<file path="config.mk">
export PLATFORM = sky130hd
export DESIGN_NAME = uart_tx_fifo_flat
export DESIGN_NICKNAME = d
export VERILOG_FILES = /design/src/rtl/uart_tx_fifo_if.sv /design/src/rtl/uart_tx_fifo.sv /design/src/flat_wrapper.sv
export SDC_FILE = /design/constraint.sdc
export NUM_CORES = 1
export LEC_CHECK = 0
export CORE_MARGIN = 3
export CORE_UTILIZATION = 60
export CTS_CLUSTER_DIAMETER = 40
export DETAILED_ROUTE_END_ITERATION = 12
export GPL_ROUTABILITY_DRIVEN = 1
export PLACE_DENSITY_LB_ADDON = 0.08
export SLEW_MARGIN = 40
export SYNTH_ARGS = -nofsm -noshare
export SYNTH_HDL_FRONTEND = slang
export SYNTH_SLANG_ARGS = --single-unit
</file>
<file path="constraint.sdc">
create_clock -name clk -period 3.9 [get_ports clk]
set_input_delay 0.39 -clock clk [delete_from_list [all_inputs] [get_ports clk]]
set_output_delay 0.39 -clock clk [all_outputs]
set_load 0.05 [all_outputs]
</file>
<file path="src/rtl/uart_tx_fifo_if.sv">
// ---------------------------------------------------------------------------
// uart_tx_fifo_if
// Byte stream handshake into the UART transmitter FIFO.
//   s_data  : byte to enqueue (master -> slave)
//   s_valid : s_data is valid (master -> slave)
//   s_ready : FIFO can accept a byte (slave -> master)
// A byte transfers on every clock edge where s_valid && s_ready.
// ---------------------------------------------------------------------------
interface uart_tx_fifo_if;
    logic [7:0] s_data;
    logic       s_valid;
    logic       s_ready;

    modport master (output s_data, output s_valid, input s_ready);
    modport slave  (input s_data, input s_valid, output s_ready);
endinterface

</file>
<file path="src/rtl/uart_tx_fifo.sv">
// ---------------------------------------------------------------------------
// uart_tx_fifo
// UART transmitter with a byte FIFO, runtime frame format (5-8 data bits,
// optional parity, 1/2 stop bits) and a runtime baud divisor. CTS is only
// honoured at frame boundaries.
//
// Build option: define UART_TX_PARITY_EN to include the PARITY state and
// parity generation; otherwise cfg_parity is ignored (frames are 1+N+S bits).
//
// Ports:
//   clk, rst_n     : clock, asynchronous active-low reset
//   s_if (slave)   : s_data / s_valid / s_ready byte input
//   cfg_baud_div   : bit period = cfg_baud_div+1 clocks
//   cfg_data_bits  : 00=5 .. 11=8 data bits
//   cfg_parity     : 01=even, 10=odd, else none
//   cfg_stop2      : two stop bits
//   uart_cts_n     : clear to send, active low
//   uart_tx        : serial line (registered, idles high)
//   tx_busy        : frame in progress
//   tx_done        : one-cycle pulse after the final stop bit
//   fifo_level     : FIFO occupancy
// ---------------------------------------------------------------------------
module uart_tx_fifo #(
    parameter int FIFO_DEPTH = 16,
    parameter int DIV_W      = 16
) (
    input  logic                          clk,
    input  logic                          rst_n,
    uart_tx_fifo_if.slave                 s_if,
    input  logic [DIV_W-1:0]              cfg_baud_div,
    input  logic [1:0]                    cfg_data_bits,
    input  logic [1:0]                    cfg_parity,
    input  logic                          cfg_stop2,
    input  logic                          uart_cts_n,
    output logic                          uart_tx,
    output logic                          tx_busy,
    output logic                          tx_done,
    output logic [$clog2(FIFO_DEPTH):0]   fifo_level
);
    localparam int AW = $clog2(FIFO_DEPTH);
    localparam int LW = AW + 1;

    // ---------------- FIFO ----------------
    logic [7:0]    mem_q [FIFO_DEPTH];
    logic [AW-1:0] wr_ptr_q, rd_ptr_q;
    logic [LW-1:0] level_q;
    logic          push, pop, fifo_empty;
    logic [7:0]    head;

    assign s_if.s_ready = (level_q != LW'(FIFO_DEPTH));
    assign push         = s_if.s_valid && s_if.s_ready;
    assign fifo_empty   = (level_q == '0);
    assign head         = mem_q[rd_ptr_q];

    always_ff @(posedge clk) begin
        if (push) mem_q[wr_ptr_q] <= s_if.s_data;
    end

    // Depth is a power of two, so pointers wrap naturally.
    always_ff @(posedge clk or negedge rst_n) begin
        if (!rst_n) begin
            wr_ptr_q <= '0;
            rd_ptr_q <= '0;
            level_q  <= '0;
        end else begin
            if (push) wr_ptr_q <= wr_ptr_q + AW'(1);
            if (pop)  rd_ptr_q <= rd_ptr_q + AW'(1);
            case ({push, pop})
                2'b10:   level_q <= level_q + LW'(1);
                2'b01:   level_q <= level_q - LW'(1);
                default: level_q <= level_q;
            endcase
        end
    end

    // ---------------- Transmitter FSM ----------------
    typedef enum logic [2:0] {
        S_IDLE,
        S_START,
        S_DATA,
`ifdef UART_TX_PARITY_EN
        S_PARITY,
`endif
        S_STOP
    } state_t;

    state_t           state_q, state_d;
    logic [DIV_W-1:0] cnt_q, cnt_d;
    logic [DIV_W-1:0] div_q, div_d;
    logic [1:0]       dbits_q, dbits_d;
    logic             stop2_q, stop2_d;
    logic [2:0]       bit_q, bit_d;
    logic             stop_q, stop_d;      // set while in the 2nd stop bit
    logic [7:0]       shreg_q, shreg_d;
    logic             tx_q, tx_d;
    logic             done_q, done_d;
    logic             tick, can_start, launch;

`ifdef UART_TX_PARITY_EN
    logic             par_en_q, par_en_d;
    logic             par_bit_q, par_bit_d;
    logic [7:0]       data_mask;
    // Keep only the N data bits that will be sent so upper bits do not
    // leak into the parity.
    assign data_mask = 8'hFF >> (2'd3 - cfg_data_bits);
`else
    logic             unused_parity;
    assign unused_parity = ^cfg_parity;
`endif

    assign tick      = (cnt_q == div_q);
    assign can_start = !fifo_empty && !uart_cts_n;

    always_comb begin
        state_d  = state_q;
        div_d    = div_q;
        dbits_d  = dbits_q;
        stop2_d  = stop2_q;
        bit_d    = bit_q;
        stop_d   = stop_q;
        shreg_d  = shreg_q;
        tx_d     = tx_q;
        done_d   = 1'b0;
        pop      = 1'b0;
        launch   = 1'b0;
`ifdef UART_TX_PARITY_EN
        par_en_d  = par_en_q;
        par_bit_d = par_bit_q;
`endif
        case (state_q)
            S_IDLE: launch = can_start;
            S_START: begin
                if (tick) begin
                    state_d = S_DATA;
                    bit_d   = 3'd0;
                    tx_d    = shreg_q[0];
                end
            end
            S_DATA: begin
                if (tick) begin
                    // N-1 == {1, cfg_data_bits}
                    if (bit_q == {1'b1, dbits_q}) begin
`ifdef UART_TX_PARITY_EN
                        if (par_en_q) begin
                            state_d = S_PARITY;
                            tx_d    = par_bit_q;
                        end else
`endif
                        begin
                            state_d = S_STOP;
                            stop_d  = 1'b0;
                            tx_d    = 1'b1;
                        end
                    end else begin
                        bit_d   = bit_q + 3'd1;
                        shreg_d = shreg_q >> 1;
                        tx_d    = shreg_q[1];
                    end
                end
            end
`ifdef UART_TX_PARITY_EN
            S_PARITY: begin
                if (tick) begin
                    state_d = S_STOP;
                    stop_d  = 1'b0;
                    tx_d    = 1'b1;
                end
            end
`endif
            S_STOP: begin
                if (tick) begin
                    if (stop2_q && !stop_q) begin
                        stop_d = 1'b1;
                    end else begin
                        done_d = 1'b1;
                        if (can_start) launch  = 1'b1;
                        else           state_d = S_IDLE;
                    end
                end
            end
            default: state_d = S_IDLE;
        endcase

        // Frame start: pop the head byte and freeze the config for the frame.
        if (launch) begin
            state_d = S_START;
            pop     = 1'b1;
            shreg_d = head;
            tx_d    = 1'b0;
            div_d   = cfg_baud_div;
            dbits_d = cfg_data_bits;
            stop2_d = cfg_stop2;
`ifdef UART_TX_PARITY_EN
            par_en_d  = (cfg_parity == 2'b01) || (cfg_parity == 2'b10);
            par_bit_d = (^(head & data_mask)) ^ (cfg_parity == 2'b10);
`endif
        end

        // Bit timer restarts on every state change and after every tick.
        if (state_q == S_IDLE || tick || state_d != state_q) cnt_d = '0;
        else                                                cnt_d = cnt_q + DIV_W'(1);
    end

    always_ff @(posedge clk or negedge rst_n) begin
        if (!rst_n) begin
            state_q <= S_IDLE;
            cnt_q   <= '0;
            div_q   <= '0;
            dbits_q <= '0;
            stop2_q <= 1'b0;
            bit_q   <= '0;
            stop_q  <= 1'b0;
            shreg_q <= '0;
            tx_q    <= 1'b1;
            done_q  <= 1'b0;
        end else begin
            state_q <= state_d;
            cnt_q   <= cnt_d;
            div_q   <= div_d;
            dbits_q <= dbits_d;
            stop2_q <= stop2_d;
            bit_q   <= bit_d;
            stop_q  <= stop_d;
            shreg_q <= shreg_d;
            tx_q    <= tx_d;
            done_q  <= done_d;
        end
    end

`ifdef UART_TX_PARITY_EN
    always_ff @(posedge clk or negedge rst_n) begin
        if (!rst_n) begin
            par_en_q  <= 1'b0;
            par_bit_q <= 1'b0;
        end else begin
            par_en_q  <= par_en_d;
            par_bit_q <= par_bit_d;
        end
    end
`endif

    assign uart_tx    = tx_q;
    assign tx_busy    = (state_q != S_IDLE);
    assign tx_done    = done_q;
    assign fifo_level = level_q;

endmodule

</file>
<file path="src/flat_wrapper.sv">
// flat-port wrapper written by rule: the top's interface ports become plain ports
module uart_tx_fifo_flat 
#(
    parameter int FIFO_DEPTH = 16,
    parameter int DIV_W      = 16
)
  (clk, rst_n, cfg_baud_div, cfg_data_bits, cfg_parity, cfg_stop2, uart_cts_n, uart_tx, tx_busy, tx_done, fifo_level, s_if_s_data, s_if_s_valid, s_if_s_ready);
  uart_tx_fifo_if s_if_i ();
  input  logic clk;
  input  logic rst_n;
  input  logic [DIV_W-1:0] cfg_baud_div;
  input  logic [1:0] cfg_data_bits;
  input  logic [1:0] cfg_parity;
  input  logic cfg_stop2;
  input  logic uart_cts_n;
  output logic uart_tx;
  output logic tx_busy;
  output logic tx_done;
  output logic [$clog2(FIFO_DEPTH):0] fifo_level;
  input wire logic [$bits(s_if_i.s_data)-1:0] s_if_s_data;
  input wire logic [$bits(s_if_i.s_valid)-1:0] s_if_s_valid;
  output wire logic [$bits(s_if_i.s_ready)-1:0] s_if_s_ready;
  assign s_if_i.s_data = s_if_s_data;
  assign s_if_i.s_valid = s_if_s_valid;
  assign s_if_s_ready = s_if_i.s_ready;
  uart_tx_fifo #(.FIFO_DEPTH(FIFO_DEPTH), .DIV_W(DIV_W)) u_core (.clk(clk), .rst_n(rst_n), .s_if(s_if_i), .cfg_baud_div(cfg_baud_div), .cfg_data_bits(cfg_data_bits), .cfg_parity(cfg_parity), .cfg_stop2(cfg_stop2), .uart_cts_n(uart_cts_n), .uart_tx(uart_tx), .tx_busy(tx_busy), .tx_done(tx_done), .fifo_level(fifo_level));
endmodule
</file>
# ---- Yosys cells after proc, flatten, opt, wreduce, memory -nomap -nowiden
# Memory sizes are Yosys's and may differ from the RTL's.
# Cells that the tools add are included.
dict set report totals {
  mem_count 1
  mem_bits_rw 128
  in_bits 33
  register_bits 65
}
# memory depth word_bits rd rd_clocked_by_memory_dff write_ports line_no
set memory_table {}
lappend memory_table {u_core.mem_q 16 8 1 0 1 uart_tx_fifo.sv:44} ;# logic [7:0] mem_q [FIFO_DEPTH];
dict set report classes {
  n_reduce_logical 21
  mux 38
  add_sub_neg 6
  eq_ne 18
}
# operator n
set ops {}
lappend ops {{$mux 8} 4}
lappend ops {{$mux 3} 10}
lappend ops {{$mux 1} 17}
lappend ops {{$add 16x1->16 const B} 1}
lappend ops {{$eq 16x16->1} 1}
lappend ops {{$mux 16} 1}
lappend ops {{$ne 2x1->1 const B} 6}
lappend ops {{$pmux 3 s4} 1}
lappend ops {{$pmux 5 s2} 1}
lappend ops {{$reduce_bool 2->1} 5}
lappend ops {{$add 4x1->4 const B} 2}
lappend ops {{$eq 3x2->1 const B} 2}
lappend ops {{$ne 3x1->1 const B} 2}
lappend ops {{$pmux 1 s2} 3}
lappend ops {{$pmux 3 s2} 1}
lappend ops {{$reduce_and 3->1} 2}
lappend ops {{$reduce_bool 3->1} 2}
lappend ops {{$add 5x1->5 const B} 1}
lappend ops {{$logic_not 5->1} 1}
lappend ops {{$ne 5x5->1 const B} 1}
lappend ops {{$reduce_and 5->1} 1}
lappend ops {{$sub 5x1->5 const B} 1}
lappend ops {{$reduce_and 4->1} 1}
lappend ops {{$add 3x1->3 const B} 1}
lappend ops {{10 further kinds} 15}

# ---- Logic depth before layout (Yosys ltp)
# Gate-level depths: netlist of run 1.
dict set report logic_depth {
  ltp_word 11
  ltp_mapped 15
  mapped_depth_nobuf 14
}

# ---- Worst setup path after synthesis of run 1
# No wires, ideal clock.
dict set report synth_path {
  kind {flip-flop to flip-flop}
  from {register u_core.level_q[0] (netlist: u_core.fifo_level[0])}
  to {register u_core.level_q[4] (netlist: u_core.fifo_level[4])}
  required_ps 3777
  arrival_ps 3068
  synth_period_minus_slack_ps 3191
  path_stages_with_launch 15
  n_path_buf 1
  setup_slack_ps 709
  cell_sequence {dfrtp_1 nor4_1 nand2_1 and2_1 clkbuf_1 inv_1 ha_1 inv_1 fa_1 inv_1 a21o_1 a21oi_1 xnor2_1 nor2_1 xnor2_1}
}
# element line_no
set synth_rtl {}
lappend synth_rtl {{start, declared} uart_tx_fifo.sv:46} ;# logic [LW-1:0] level_q;
lappend synth_rtl {{start signal, assigned} uart_tx_fifo.sv:69} ;# 2'b10: level_q <= level_q + LW'(1);
lappend synth_rtl {{start signal, assigned} uart_tx_fifo.sv:70} ;# 2'b01: level_q <= level_q - LW'(1);
lappend synth_rtl {{start signal, assigned} uart_tx_fifo.sv:71} ;# default: level_q <= level_q;
lappend synth_rtl {{$ne 5x5->1 (*)} uart_tx_fifo.sv:50} ;# assign s_if.s_ready = (level_q != LW'(FIFO_DEPTH));
lappend synth_rtl {{via s_if_s_ready} flat_wrapper.sv:22} ;# output wire logic [$bits(s_if_i.s_ready)-1:0] s_if_s_ready;
lappend synth_rtl {{$logic_and 1x1->1 (*)} uart_tx_fifo.sv:51} ;# assign push = s_if.s_valid && s_if.s_ready;
lappend synth_rtl {{$eq 2x1->1 or $eq 2x2->1 (tied branches)} uart_tx_fifo.sv:68} ;# case ({push, pop})
lappend synth_rtl {{$pmux 5 s2 or $reduce_bool 2->1 (tied branches)} n/a}
# The timed path passes the listed nets; every way through them passes the cells marked *.
# A chain may end at the register's enable or synchronous reset.

# ---- Worst setup path after layout of run 1
dict set report layout_path {
  from {register u_core.cnt_q[1]}
  to {register u_core.level_q[4] (netlist: u_core.fifo_level[4])}
}
dict set report layout_between {
  elab_chain_len 6
}
# element line_no
set layout_rtl {}
lappend layout_rtl {{start, declared} uart_tx_fifo.sv:88} ;# logic [DIV_W-1:0] cnt_q, cnt_d;
lappend layout_rtl {{start signal, assigned} uart_tx_fifo.sv:218} ;# cnt_q <= cnt_d;
lappend layout_rtl {{$eq 16x16->1 (*)} uart_tx_fifo.sv:111} ;# assign tick = (cnt_q == div_q);
lappend layout_rtl {{$mux 1 (*)} uart_tx_fifo.sv:171} ;# if (tick) begin
lappend layout_rtl {{$pmux 1 s2 (*)} uart_tx_fifo.sv:130} ;# case (state_q)
lappend layout_rtl {{$mux 1 (*)} uart_tx_fifo.sv:185} ;# if (launch) begin
lappend layout_rtl {{$eq 2x1->1 or $eq 2x2->1 (tied branches)} uart_tx_fifo.sv:68}
lappend layout_rtl {{$pmux 5 s2 or $reduce_bool 2->1 (tied branches)} n/a}
# Every way passes the cells marked *; elsewhere a longest branch is shown, timed or not.

==> reports/qor_table.md, run 1 <==
| Group | Parameter | Value |
|---|---|---|
| finish | Area grow syn2layout | 15.04% |
| finish | Layout Nets | 581 |
| die | Die W | 122.0 µm |
| clock tree | Clock Tree Root | sky130_fd_sc_hd__clkbuf_16 |
| global route | Number of global-route vias before repair | 4,354 |
| setup path | FF-to-FF Start | u_core.cnt_q[1] |
| yosys | Syn Std Cell Area | 0.008075 mm² |
| setup path | Peak fanout along the critical path | 5 |
| finish | Proportion of layout cells with a drive suffix above 1 | 0.2113 |
| setup path | Startpoint Class | register |
| global route | Maximum number of pins on one net before global-route repair | 49 |
| pwr | Clock Power Share | 0.283 |
| sta | Number of setup violations in the final report | 0 |
| global route | Global-route wire length before repair | 23.77 mm |
| sta | Time the final worst path needs with I/O delays and setup | 3.018 ns |
| placed design | Cell count after placement | 688 |
| global route | Global-route congestion overflow total | 0 |
| clock tree | Post-CTS Repair Setup Buffers | 0 |
| routing | Total Routed Length | 14.49 mm |
| routing | Vias after detailed routing | 4,170 |
| yosys | Area share of the largest cell type after synthesis | 0.4760 |
| sta | Worst clock skew | 0.01360 ns |
| pwr | Internal power | 0.004274 W |
| routing | DRC | 0 |
| min path | Kind of path behind the tightest hold check | register to register |
| sta | Peak clock frequency supported by timing | 0.3314 GHz |
| setup path | Crit. End Element | register |
| sta | Accumulated negative setup slack | 0 ns |
| sta | RSZ-0062 raised after global routing | no |
| sta | Measured slew at the worst slew-check pin | 0.8124 ns |
| flow run | Count of maximum capacitance violations | 0 |
| finish | Number of antenna repair diodes | 0 |
| placed design | Global placement routability congestion | 0.8409 |
| yosys | Cell type contributing the most total cell area after synthesis | sky130_fd_sc_hd__edfxtp_1 |
| min path | Worst Hold Path Cells | 2 |
| pwr | PwrDens | 661.6 mW/mm² |
| setup path | Data arrival, critical path | 3.38 ns |
| sta | Number of max-slew violations in the final report | 0 |
| sta | Worst slew margin relative to its limit | 0.4564 |
| setup path | Register-to-Register Path Depth | 14 |
| min path | Startpoint of the worst hold path | u_core.uart_tx |
| pwr | Share of total power in sequential cells | 0.455 |
| die | IO Pins | 42 |
| routing | 1st-iter DRT viols | 398 |
| routing | Via-to-Cell Ratio | 5.784 |
| clock tree | CTS buffer count | 17 |
| routing | Post-detailed-route count of antenna-violating nets | 0 |
| yosys | Number of distinct library cells after synthesis | 48 |
| finish | Number of standard cells in the layout, taps in and fillers out | 721 |
| placed design | Number of input and output port buffers inserted | 39 |
| clock tree | Number of sinks on the clock net | 193 |
| global route | Number of antenna violations at the first check in global routing | 0 |
| clock tree | Worst-skew pair later-pin latency | 0.43 ns |
| pwr | Net switching power figure | 0.001872 W |
| yosys | Share of the yosys chip area belonging to registers | 0.6776 |
| clock tree | Bufs on Longest Clock Path | 2 |
| sta | Final period util | 0.7738 |
| setup path | Data required time at the worst endpoint | 4.26 ns |
| clock tree | Number of H-tree branching levels | 4 |
| pwr | P_leak | 3.331 nW |
| pwr | Fraction of power spent switching nets | 0.3046 |
| setup path | Worst Setup SP | u_core.cnt_q[1] |
| yosys | Primary flip-flop cell chosen by synthesis mapping | sky130_fd_sc_hd__edfxtp_1 |
| die | Effective utilization at floorplan | 0.6271 |
| setup path | Category of the most critical setup path | register to register |
| sta | Final WS setup | 0.8821 ns |
| yosys | Total number of yosys warnings | 0 |
| yosys | Avg Inst Size Synth | 16.48 µm² |
| clock tree | CTS clock-pin slew for the worst setup and hold paths | 0.07 ns |
| sta | Final-report hold violation count | 0 |
| yosys | Synthesized instance count | 490 |
| die | Number of placement rows | 41 |
| yosys | EDFF count, synth | 128 |
| pwr | Worst vdd rail ir drop | 0.0004618 V |
| routing | Total iterations of the first detailed-routing run | 4 |
| die | Vertical extent of the die | 122.0 µm |
| placed design | Worst setup slack before clock tree synthesis | 0.8663 ns |
| finish | Final core area utilization | 0.7215 |
| yosys | Mapped Nets | 535 |
| global route | Global routing usage summed across all routing layers | 0.2172 |
| yosys | Number of synthesized register bits | 193 |
| pwr | Comb power frac | 0.262 |
| die | Total die area | 0.01489 mm² |
| placed design | Final HPWL from detailed placement | 9.477 mm |
| yosys | Post-synthesis async set-or-reset flop share | 0.3368 |
| clock tree | TritonCTS clock tree | built |
| yosys | Top cells by area in the synthesized netlist | sky130_fd_sc_hd__edfxtp_1, sky130_fd_sc_hd__dfrtp_1, sky130_fd_sc_hd__mux4_2, sky130_fd_sc_hd__xnor2_1, sky130_fd_sc_hd__mux2_2 |
| status | Outcome | completed |
| die | Standard cell core area | 0.01288 mm² |
| routing | Detailed-route wire length per cell | 20.10 µm |
cell usage in the layout (no fill, tap or decap), types with 2 or more instances in the layout:
cell	instances
sky130_fd_sc_hd__clkdlybuf4s50_1	38
sky130_fd_sc_hd__and3_1	5
sky130_fd_sc_hd__inv_1	12
sky130_fd_sc_hd__and2_0	3
sky130_fd_sc_hd__nor2_2	9
sky130_fd_sc_hd__nor3_1	6
sky130_fd_sc_hd__o21ai_0	9
sky130_fd_sc_hd__inv_6	5
sky130_fd_sc_hd__inv_8	5
sky130_fd_sc_hd__mux2_2	20
sky130_fd_sc_hd__mux2i_1	3
sky130_fd_sc_hd__edfxtp_1	128
sky130_fd_sc_hd__nor2b_1	4
sky130_fd_sc_hd__nand2b_1	2
sky130_fd_sc_hd__clkbuf_16	17
sky130_fd_sc_hd__a221o_1	5
sky130_fd_sc_hd__nor2_1	29
sky130_fd_sc_hd__ha_1	11
sky130_fd_sc_hd__dfrtp_1	62
sky130_fd_sc_hd__mux4_2	39
sky130_fd_sc_hd__nand3_1	9
sky130_fd_sc_hd__buf_4	9
sky130_fd_sc_hd__nand4_1	8
sky130_fd_sc_hd__a41o_1	2
sky130_fd_sc_hd__nor3b_1	2
sky130_fd_sc_hd__and2_1	4
sky130_fd_sc_hd__a21oi_1	7
sky130_fd_sc_hd__xor2_1	11
sky130_fd_sc_hd__a21o_1	2
sky130_fd_sc_hd__xnor2_1	32
sky130_fd_sc_hd__dfrtp_2	2
sky130_fd_sc_hd__nand2_1	23
flip-flops by register name (all words and copies together), names as in the netlist, 2 cells and up:
signal and cells:
u_core.rd_ptr_q 4, u_core.fifo_level 5, u_core.dbits_q 2, u_core.bit_q 3, u_core.div_q 16, u_core.cnt_q 16
u_core.mem_q 128, u_core.shreg_q 8, u_core.state_q 3, u_core.wr_ptr_q 4
area by class of cell:
cell class	count	area, µm²
Clock buffer	17	425.4
Multi-Input combinational cell	262	2474
Sequential cell	193	5474
Tap cell	172	215.2
Clock inverter	15	175.2
Timing Repair Buffer	49	478.0
Fill cell	804	3586
Inverter	13	48.80
power groups by stage:
| stage | clock, W | combinational [W] | sequential, W |
|---|---|---|---|
| final | 0.00174 | 0.00161 | 0.00280 |
| after global routing | 0.00186 | 0.00175 | 0.00286 |
| after CTS | 0.00178 | 0.00162 | 0.00281 |
| after detailed placement | 0 | 0.00161 | 0.00285 |
| after global placement | 0 | 0.00157 | 0.00283 |
| after floorplan | 0 | 0.00123 | 0.00276 |
worst max-delay path, stage by stage (launching register included):
cell	delay [ns]
sky130_fd_sc_hd__dfrtp_1	0.44
sky130_fd_sc_hd__xnor2_1	0.22
sky130_fd_sc_hd__nand4_1	0.16
sky130_fd_sc_hd__nor4_2	0.46
sky130_fd_sc_hd__a22oi_2	0.21
sky130_fd_sc_hd__inv_2	0.10
sky130_fd_sc_hd__ha_1	0.22
sky130_fd_sc_hd__inv_1	0.10
sky130_fd_sc_hd__fa_1	0.42
sky130_fd_sc_hd__inv_1	0.08
sky130_fd_sc_hd__a21o_1	0.10
sky130_fd_sc_hd__a21oi_1	0.07
sky130_fd_sc_hd__xnor2_1	0.12
sky130_fd_sc_hd__nor2_1	0.12
sky130_fd_sc_hd__xnor2_1	0.12
Yosys cell counts (all sizes together) (2+ instances only):
cell type,number
mux2,20
nor3,6
a21o,2
o21ai,9
a21oi,7
dfrtp,64
edfxtp,128
nand4,8
ha,11
nor3b,3
xor2,11
nand3,9
clkbuf,10
mux2i,3
inv,13
nor2b,4
xnor2,32
nor2,38
buf,12
and3,5
nand2,23
a221o,5
nand2b,2
nor4,2
a41o,2
and2,7
mux4,39
metal layers:
layer / wire length (µm) / up-vias / share of wire / track usage
met2: 7633 / 98 / 0.53 / 0.3622
met3: 698 / 12 / 0.048 / 0.05617
met1: 5979 / 2115 / 0.41 / 0.2824
met5: 0 / - / 0 / 0
met4: 182 / 0 / 0.013 / 0.07143
li1: - / 1945 / - / -
per-stage QoR:
| stage | instance area (µm²) | hold WS, ns | power (W) |
|---|---|---|---|
| after detailed placement | 8651 | 0.4397 | 0.004458 |
| after floorplan | 8075 | 0.09441 | 0.003994 |
| final | 9290 | 0.4836 | 0.006147 |
| after global placement | 8648 | 0.4622 | 0.004401 |
| after global routing | 9290 | 0.5152 | 0.006467 |
| after CTS | 9261 | 0.4919 | 0.006209 |
path summary, 6_finish.rpt:
check / to / slack, ns
max: u_core.fifo_level[4] / 0.88
min in group asynchronous: u_core.tx_done / 0.49
min: u_core.uart_tx / 0.48
max in group asynchronous: u_core.div_q[14] / 2.73
min reg2reg: u_core.uart_tx / 0.48
max reg2reg: u_core.fifo_level[4] / 0.88
cells by family after synthesis:
group | Yosys count | synth area share
muxes | 62 | 0.1404
xor gates and xnor gates | 43 | 0.04664
buffers and inverters | 35 | 0.01952
adders and majority gates | 12 | 0.01952
other | 1 | 0.0004644
and+or+nand+nor | 112 | 0.06802
AOI/OAI and AO/OA | 32 | 0.02789
DFF | 193 | 0.6776
repair_timing:
action	in CTS	in global routing
setup endpoints to repair	0	0
hold buffers	1	0
gates resized for setup	0	0
hold endpoints to repair	46	0
Power figures use the tool's default switching activity.
==> inputs of run 2 (changes only) <==
CORE_UTILIZATION = 54   (was 60)
clock period = 2.7 ns   (was 3.9 ns; I/O delays follow)
==> reports/qor_table.md, run 2 (synthesis results as in run 1) <==
| Group | Parameter | Value | vs previous |
|---|---|---|---|
| placed design | Cell count after placement | 729 | +6.0% |
| finish | Area taken by flip-flops and latches | 0.005479 mm² | about the same |
| finish | Number of standard cells in the layout, taps in and fillers out | 764 | +6.0% |
| min path | Kind of path behind the tightest hold check | input pin to asynchronous set/reset pin |  |
| flow run | Count of maximum capacitance violations | 0 | unchanged |
| placed design | Global placement routability congestion | 0.8124 | -3.4% |
| clock tree | CTS clock-pin slew for the worst setup and hold paths | 0.07 ns | about the same |
| pwr | Worst vdd rail ir drop | 0.0006629 V | +44% |
| sta | Final-report hold violation count | 0 | unchanged |
| sta | Number of max-slew violations in the final report | 0 | unchanged |
| die | Die W | 128.3 µm | +5.1% |
| finish | Number of fill cells | 982 | +22% |
| pwr | PwrDens | 950.2 mW/mm² | +44% |
| setup path | Startpoint Class | register |  |
| die | Number of placement rows | 44 | +7.3% |
| sta | RSZ-0062 raised after global routing | yes |  |
| clock tree | Number of H-tree branching levels | 4 | unchanged |
| sta | Number of setup violations in the final report | 0 | unchanged |
| placed design | Number of input and output port buffers inserted | 39 | unchanged |
| setup path | Data arrival, critical path | 2.95 ns | -0.43 ns |
| status | Outcome | completed |  |
| clock tree | TritonCTS clock tree | built |  |
| die | Standard cell core area | 0.01459 mm² | +13% |
| sta | Worst clock skew | 0.007611 ns | -0.005985 ns |
| routing | Total Routed Length | 14.96 mm | +3.2% |
| finish | Leading registers by flop count | u_core.mem_q x128, u_core.cnt_q x16, u_core.div_q x16 |  |
| finish | Proportion of layout cells with a drive suffix above 1 | 0.2690 | +0.05767 |
| sta | Measured slew at the worst slew-check pin | 0.7623 ns | -0.05007 ns |
| finish | Layout Nets | 612 | +5.3% |
| routing | Post-detailed-route count of antenna-violating nets | 0 | unchanged |
| finish | Final core area utilization | 0.6593 | -0.06216 |
| clock tree | Bufs on Longest Clock Path | 2 | unchanged |
| routing | DRC | 0 | unchanged |
| clock tree | Clock Tree Root | sky130_fd_sc_hd__clkbuf_16 |  |
| die | Total die area | 0.01646 mm² | +11% |
| setup path | Category of the most critical setup path | register to register |  |
| finish | Largest reg by FF count | u_core.mem_q |  |
| sta | Time the final worst path needs with I/O delays and setup | 2.603 ns | -0.4144 ns |
| die | Vertical extent of the die | 128.3 µm | +5.1% |
| clock tree | CTS buffer count | 17 | unchanged |
| setup path | Peak fanout along the critical path | 3 | -2 |
| pwr | P_leak | 3.504 nW | +5.2% |
| finish | Most frequent cells in the layout | sky130_fd_sc_hd__edfxtp_1, sky130_fd_sc_hd__dfrtp_1, sky130_fd_sc_hd__mux4_2 |  |
| clock tree | Number of sinks on the clock net | 193 | unchanged |
| global route | Maximum number of pins on one net before global-route repair | 40 | -18% |
| die | Effective utilization at floorplan | 0.5535 | -0.07363 |
| global route | Number of global-route vias before repair | 4,406 | +1.2% |
| die | IO Pins | 42 | unchanged |
| finish | Most frequent standard cell in the layout excluding fill and tap cells | sky130_fd_sc_hd__edfxtp_1 |  |
| placed design | Final HPWL from detailed placement | 9.893 mm | +4.4% |
| setup path | Data required time at the worst endpoint | 3.05 ns | -1.21 ns |
| setup path | Crit. End Element | register |  |
| finish | Combined area of the multi-input logic cells | 0.002522 mm² | +2.0% |
| pwr | Total power of the final layout | 0.009140 W | +49% |
| routing | Via-to-Cell Ratio | 5.594 | -3.3% |
| routing | 1st-iter DRT viols | 303 | -24% |
| sta | Final period util | 0.9642 | +0.1904 |
| global route | Global-route wire length before repair | 24.18 mm | +1.7% |
| sta | Worst slew margin relative to its limit | 0.4899 | +0.03351 |
| routing | Total iterations of the first detailed-routing run | 4 | unchanged |
| finish | Area grow syn2layout | 19.12% |  |
| sta | Worst hold slack across all endpoints | 0.4069 ns | -0.07670 ns |
| finish | Flip-flop count of the largest register after layout | 128 | unchanged |
| finish | Number of antenna repair diodes | 0 | unchanged |
| global route | Global routing usage summed across all routing layers | 0.1968 | -0.02040 |
| sta | Peak clock frequency supported by timing | 0.3841 GHz | +16% |
| routing | Detailed-route wire length per cell | 19.58 µm | -2.6% |
| routing | Vias after detailed routing | 4,274 | +2.5% |
| global route | Number of antenna violations at the first check in global routing | 0 | unchanged |
| clock tree | Worst-skew pair later-pin latency | 0.43 ns | about the same |
| global route | Global-route congestion overflow total | 0 | unchanged |
run 2: per-stage QoR:
step                      cell area, µm²  setup slack, ns  setup TNS [ns]
after floorplan                     8157          -0.1087         -0.1096
after global placement              8969          0.08229               0
after detailed placement            8976          0.04508               0
after CTS                           9602          0.04324               0
after global routing                9619         -0.05426        -0.05426
final                               9619          0.09653               0
run 2: power breakdown:
part | switching [W] | internal (W)
Combinational | 0.00124 | 0.00134
Clock | 0.00116 | 0.00141
Sequential | 0.000359 | 0.00363
run 2: cell type report:
class / instances / share of cell area
Tap cell: 184 / 0.02393
Timing Repair Buffer: 80 / 0.07492
Multi-Input combinational cell: 262 / 0.2622
Inverter: 13 / 0.005333
Clock buffer: 17 / 0.04422
Sequential cell: 193 / 0.5696
Clock inverter: 15 / 0.01977
run 2: critical path, cell delays in order (launching register included):
cell,delay (ns)
sky130_fd_sc_hd__dfrtp_1,0.40
sky130_fd_sc_hd__xnor2_1,0.19
sky130_fd_sc_hd__nand4_1,0.15
sky130_fd_sc_hd__nor4_2,0.26
sky130_fd_sc_hd__buf_4,0.17
sky130_fd_sc_hd__a22oi_2,0.06
sky130_fd_sc_hd__inv_2,0.12
sky130_fd_sc_hd__ha_4,0.18
sky130_fd_sc_hd__inv_4,0.04
sky130_fd_sc_hd__fa_2,0.37
sky130_fd_sc_hd__inv_2,0.06
sky130_fd_sc_hd__a21o_1,0.11
sky130_fd_sc_hd__a21oi_2,0.05
sky130_fd_sc_hd__xnor2_1,0.12
sky130_fd_sc_hd__nor2_1,0.13
sky130_fd_sc_hd__xnor2_1,0.12
run 2: what timing repair did:
action,4_1_cts,5_1_grt
hold endpoints to repair,26,0
buffers inserted,0,2
setup endpoints to repair,0,2
hold buffers,1,0
resized for setup,0,1
run 2: metal layers:
metal  part of all wire  global-route usage
met3              0.041             0.05042
met5                  0                   0
met1               0.44              0.2657
met2               0.51              0.3218
met4             0.0096             0.05306
run 2: worst paths after layout:
kind,to,slack [ns],cells past startpoint,from
worst min register to register,u_core.uart_tx,0.47,2,u_core.uart_tx
worst max register to register,u_core.fifo_level[4],0.1,15,u_core.div_q[3]
max in group asynchronous,u_core.uart_tx,1.60,3,rst_n
worst max-delay path,u_core.fifo_level[4],0.1,15,u_core.div_q[3]
min in group clk,u_core.dbits_q[0],0.45,2,cfg_data_bits[0]
worst min-delay path,u_core.div_q[12],0.41,2,rst_n
==> inputs of run 3 (changes only) <==
CORE_UTILIZATION = 25   (was 54)
==> reports/qor_table.md, run 3 (synthesis results as in run 1) <==
| Group | Parameter | Value | vs previous |
|---|---|---|---|
| routing | Met2 routed WL | 8.304 mm | +8.8% |
| placed design | Number of input and output port buffers inserted | 39 | unchanged |
| setup path | Peak fanout along the critical path | 2 | -1 |
| routing | Met3 wire length | 452 µm | -26% |
| global route | Global-route congestion overflow total | 0 | unchanged |
| finish | Final core area utilization | 0.3114 | -0.3480 |
| die | Total die area | 0.03449 mm² | +110% |
| routing | 1st-iter DRT viols | 257 | -15% |
| global route | Global-route wire length before repair | 27.21 mm | +13% |
| sta | Peak clock frequency supported by timing | 0.3839 GHz | about the same |
| routing | DRC | 0 | unchanged |
| setup path | Category of the most critical setup path | register to register |  |
| clock tree | Number of H-tree branching levels | 4 | unchanged |
| pwr | PwrDens | 930.4 mW/mm² | -2.1% |
| clock tree | Number of sinks on the clock net | 193 | unchanged |
| routing | Total routed wire length on the met1 layer | 7.964 mm | +21% |
| finish | Most frequent cells in the layout | sky130_fd_sc_hd__edfxtp_1, sky130_fd_sc_hd__dfrtp_1, sky130_fd_sc_hd__mux4_2 |  |
| die | Vertical extent of the die | 185.7 µm | +45% |
| die | Effective utilization at floorplan | 0.2546 | -0.2989 |
| pwr | Fraction of power spent switching nets | 0.3217 | +0.01996 |
| die | Standard cell core area | 0.03172 mm² | +120% |
| sta | Accumulated negative setup slack | 0 ns | unchanged |
| pwr | Total power of the final layout | 0.009188 W | +0.52% |
| routing | Detailed-route wire length per cell | 17.40 µm | -11% |
| pwr | Worst vdd rail ir drop | 0.0005048 V | -24% |
| status | Outcome | completed |  |
| routing | Highest routed metal layer | met4 |  |
| sta | Worst clock skew | 0.01738 ns | +0.009769 ns |
| placed design | Global placement routability congestion | 0.6945 | -15% |
| finish | Number of standard cells in the layout, taps in and fillers out | 975 | +28% |
| die | Number of placement rows | 65 | +48% |
| pwr | Internal power | 0.006232 W | -2.3% |
| die | IO Pins | 42 | unchanged |
| finish | Final non-filler cell area | 0.009876 mm² | +2.7% |
| finish | Flip-flop count of the largest register after layout | 128 | unchanged |
| pwr | P_leak | 3.464 nW | -1.2% |
| clock tree | CTS clock-pin slew for the worst setup and hold paths | 0.08 ns | about the same |
| setup path | FF-to-FF Start | u_core.cnt_q[1] |  |
| sta | Worst slew margin relative to its limit | 0.6217 | +0.1318 |
| sta | Final-report hold violation count | 0 | unchanged |
| placed design | Placement Cell Area | 0.009231 mm² | +2.8% |
| finish | Proportion of layout cells with a drive suffix above 1 | 0.2792 | +0.01027 |
| sta | Time the final worst path needs with I/O delays and setup | 2.605 ns | +0.001683 ns |
| global route | Maximum number of pins on one net before global-route repair | 66 | +65% |
| setup path | Data arrival, critical path | 2.95 ns | about the same |
| sta | Number of max-slew violations in the final report | 0 | unchanged |
| setup path | Crit. End Element | register |  |
| sta | RSZ-0062 raised after global routing | yes |  |
| placed design | Final HPWL from detailed placement | 11.78 mm | +19% |
| global route | Number of antenna violations at the first check in global routing | 0 | unchanged |
| routing | Post-detailed-route count of antenna-violating nets | 0 | unchanged |
| finish | Layout Nets | 605 | -1.1% |
| min path | Kind of path behind the tightest hold check | input pin to asynchronous set/reset pin |  |
| global route | Number of global-route vias before repair | 4,601 | +4.4% |
| clock tree | TritonCTS clock tree | built |  |
| setup path | Startpoint Class | register |  |
| global route | Global routing usage summed across all routing layers | 0.1055 | -0.09135 |
| routing | Vias after detailed routing | 4,254 | -0.47% |
| pwr | Share of total power in sequential cells | 0.434 | -0.003 |
| sta | Measured slew at the worst slew-check pin | 0.5668 ns | -0.1955 ns |
| routing | Total iterations of the first detailed-routing run | 4 | unchanged |
| finish | Largest reg by FF count | u_core.mem_q |  |
| clock tree | Worst-skew pair later-pin latency | 0.44 ns | about the same |
| clock tree | Bufs on Longest Clock Path | 2 | unchanged |
| pwr | Net switching power figure | 0.002956 W | +7.2% |
| routing | Via-to-Cell Ratio | 4.363 | -22% |
| finish | Most frequent standard cell in the layout excluding fill and tap cells | sky130_fd_sc_hd__edfxtp_1 |  |
| pwr | Comb power frac | 0.288 | +0.006 |
| sta | Final period util | 0.9649 | about the same |
| clock tree | Clock Tree Root | sky130_fd_sc_hd__clkbuf_16 |  |
| clock tree | CTS buffer count | 17 | unchanged |
| routing | Total Routed Length | 16.97 mm | +13% |
| pwr | Clock Power Share | 0.278 | -0.004 |
| sta | Number of setup violations in the final report | 0 | unchanged |
| setup path | Worst Setup SP | u_core.cnt_q[1] |  |
| die | Die W | 185.7 µm | +45% |
| placed design | Cell count after placement | 941 | +29% |
| finish | Area grow syn2layout | 22.30% |  |
| setup path | Data required time at the worst endpoint | 3.05 ns | about the same |
| finish | Leading registers by flop count | u_core.mem_q x128, u_core.cnt_q x16, u_core.div_q x16 |  |
| finish | Number of antenna repair diodes | 0 | unchanged |
| flow run | Count of maximum capacitance violations | 0 | unchanged |
==> run 3: cell types whose count changed in the layout (fill, tap and decap cells not counted), moves of 2 or more <==
cell	delta
sky130_fd_sc_hd__nor2_2	+8
sky130_fd_sc_hd__inv_12	+2
sky130_fd_sc_hd__nor2_1	-8
sky130_fd_sc_hd__inv_6	+2
sky130_fd_sc_hd__buf_4	-8
sky130_fd_sc_hd__bufinv_16	-2
==> run 3: critical path, cell delays in order, from the launching register on <==
cell and delay (ns):
sky130_fd_sc_hd__dfrtp_1 0.41, sky130_fd_sc_hd__xnor2_1 0.18, sky130_fd_sc_hd__nand4_1 0.13, sky130_fd_sc_hd__nor4_2 0.34, sky130_fd_sc_hd__buf_4 0.18, sky130_fd_sc_hd__a22oi_2 0.06, sky130_fd_sc_hd__inv_2 0.10, sky130_fd_sc_hd__ha_4 0.16
sky130_fd_sc_hd__inv_4 0.04, sky130_fd_sc_hd__fa_2 0.34, sky130_fd_sc_hd__inv_2 0.05, sky130_fd_sc_hd__a21o_1 0.11, sky130_fd_sc_hd__a21oi_2 0.05, sky130_fd_sc_hd__xnor2_1 0.12, sky130_fd_sc_hd__nor2_1 0.13, sky130_fd_sc_hd__xnor2_1 0.13
==> run 3: per-layer routing <==
metal / track usage / vias to the layer above
li1: - / 1990
met1: 0.1392 / 2198
met2: 0.1739 / 50
met3: 0.02501 / 16
met4: 0.03068 / 0
met5: 0 / -
==> run 3: worst paths after layout <==
check                                       endpoint  cells past startpoint  slack (ns)
worst min register to register        u_core.uart_tx                      2        0.49
worst max register to register  u_core.fifo_level[4]                     15        0.09
worst min-delay path                 u_core.div_q[7]                      3        0.38
max in group asynchronous             u_core.uart_tx                      3        1.96
min in group clk                      u_core.stop2_q                      2        0.45
worst max-delay path            u_core.fifo_level[4]                     15        0.09
==> run 3: power by group through the flow <==
stage          sequential (W)  combinational [W]  clock (W)
6_report              0.00399            0.00265    0.00255
4_1_cts               0.00401            0.00271    0.00265
5_1_grt               0.00406            0.00291    0.00278
2_1_floorplan         0.00402            0.00182          0
3_5_place_dp          0.00406            0.00269          0
3_3_place_gp          0.00406            0.00264          0
==> run 3: final cells by class <==
class,instances,area (µm²)
clock buffer,17,425.4
inverter,13,51.30
clock inverter,15,173.9
fill,3125,21840
sequential,193,5479
timing repair buffer,73,680.7
multi-input combinational,262,2562
tap,402,503.0
==> run 3: stage by stage <==
| stage | hold slack, ns | setup WS (ns) |
|---|---|---|
| 2_1_floorplan | -0.02559 | -0.1087 |
| 3_3_place_gp | 0.3286 | -0.02002 |
| 3_5_place_dp | 0.3297 | -0.006148 |
| 4_1_cts | 0.3880 | -0.01011 |
| 5_1_grt | 0.4088 | -0.1766 |
| 6_report | 0.3845 | 0.09485 |
==> run 3: repair_timing <==
item	CTS	global route
hold buffers	1	0
setup buffers	1	0
hold endpoints to repair	64	0
pin swaps	9	6
endpoints found under the setup margin	1	2
gates resized for setup	1	3
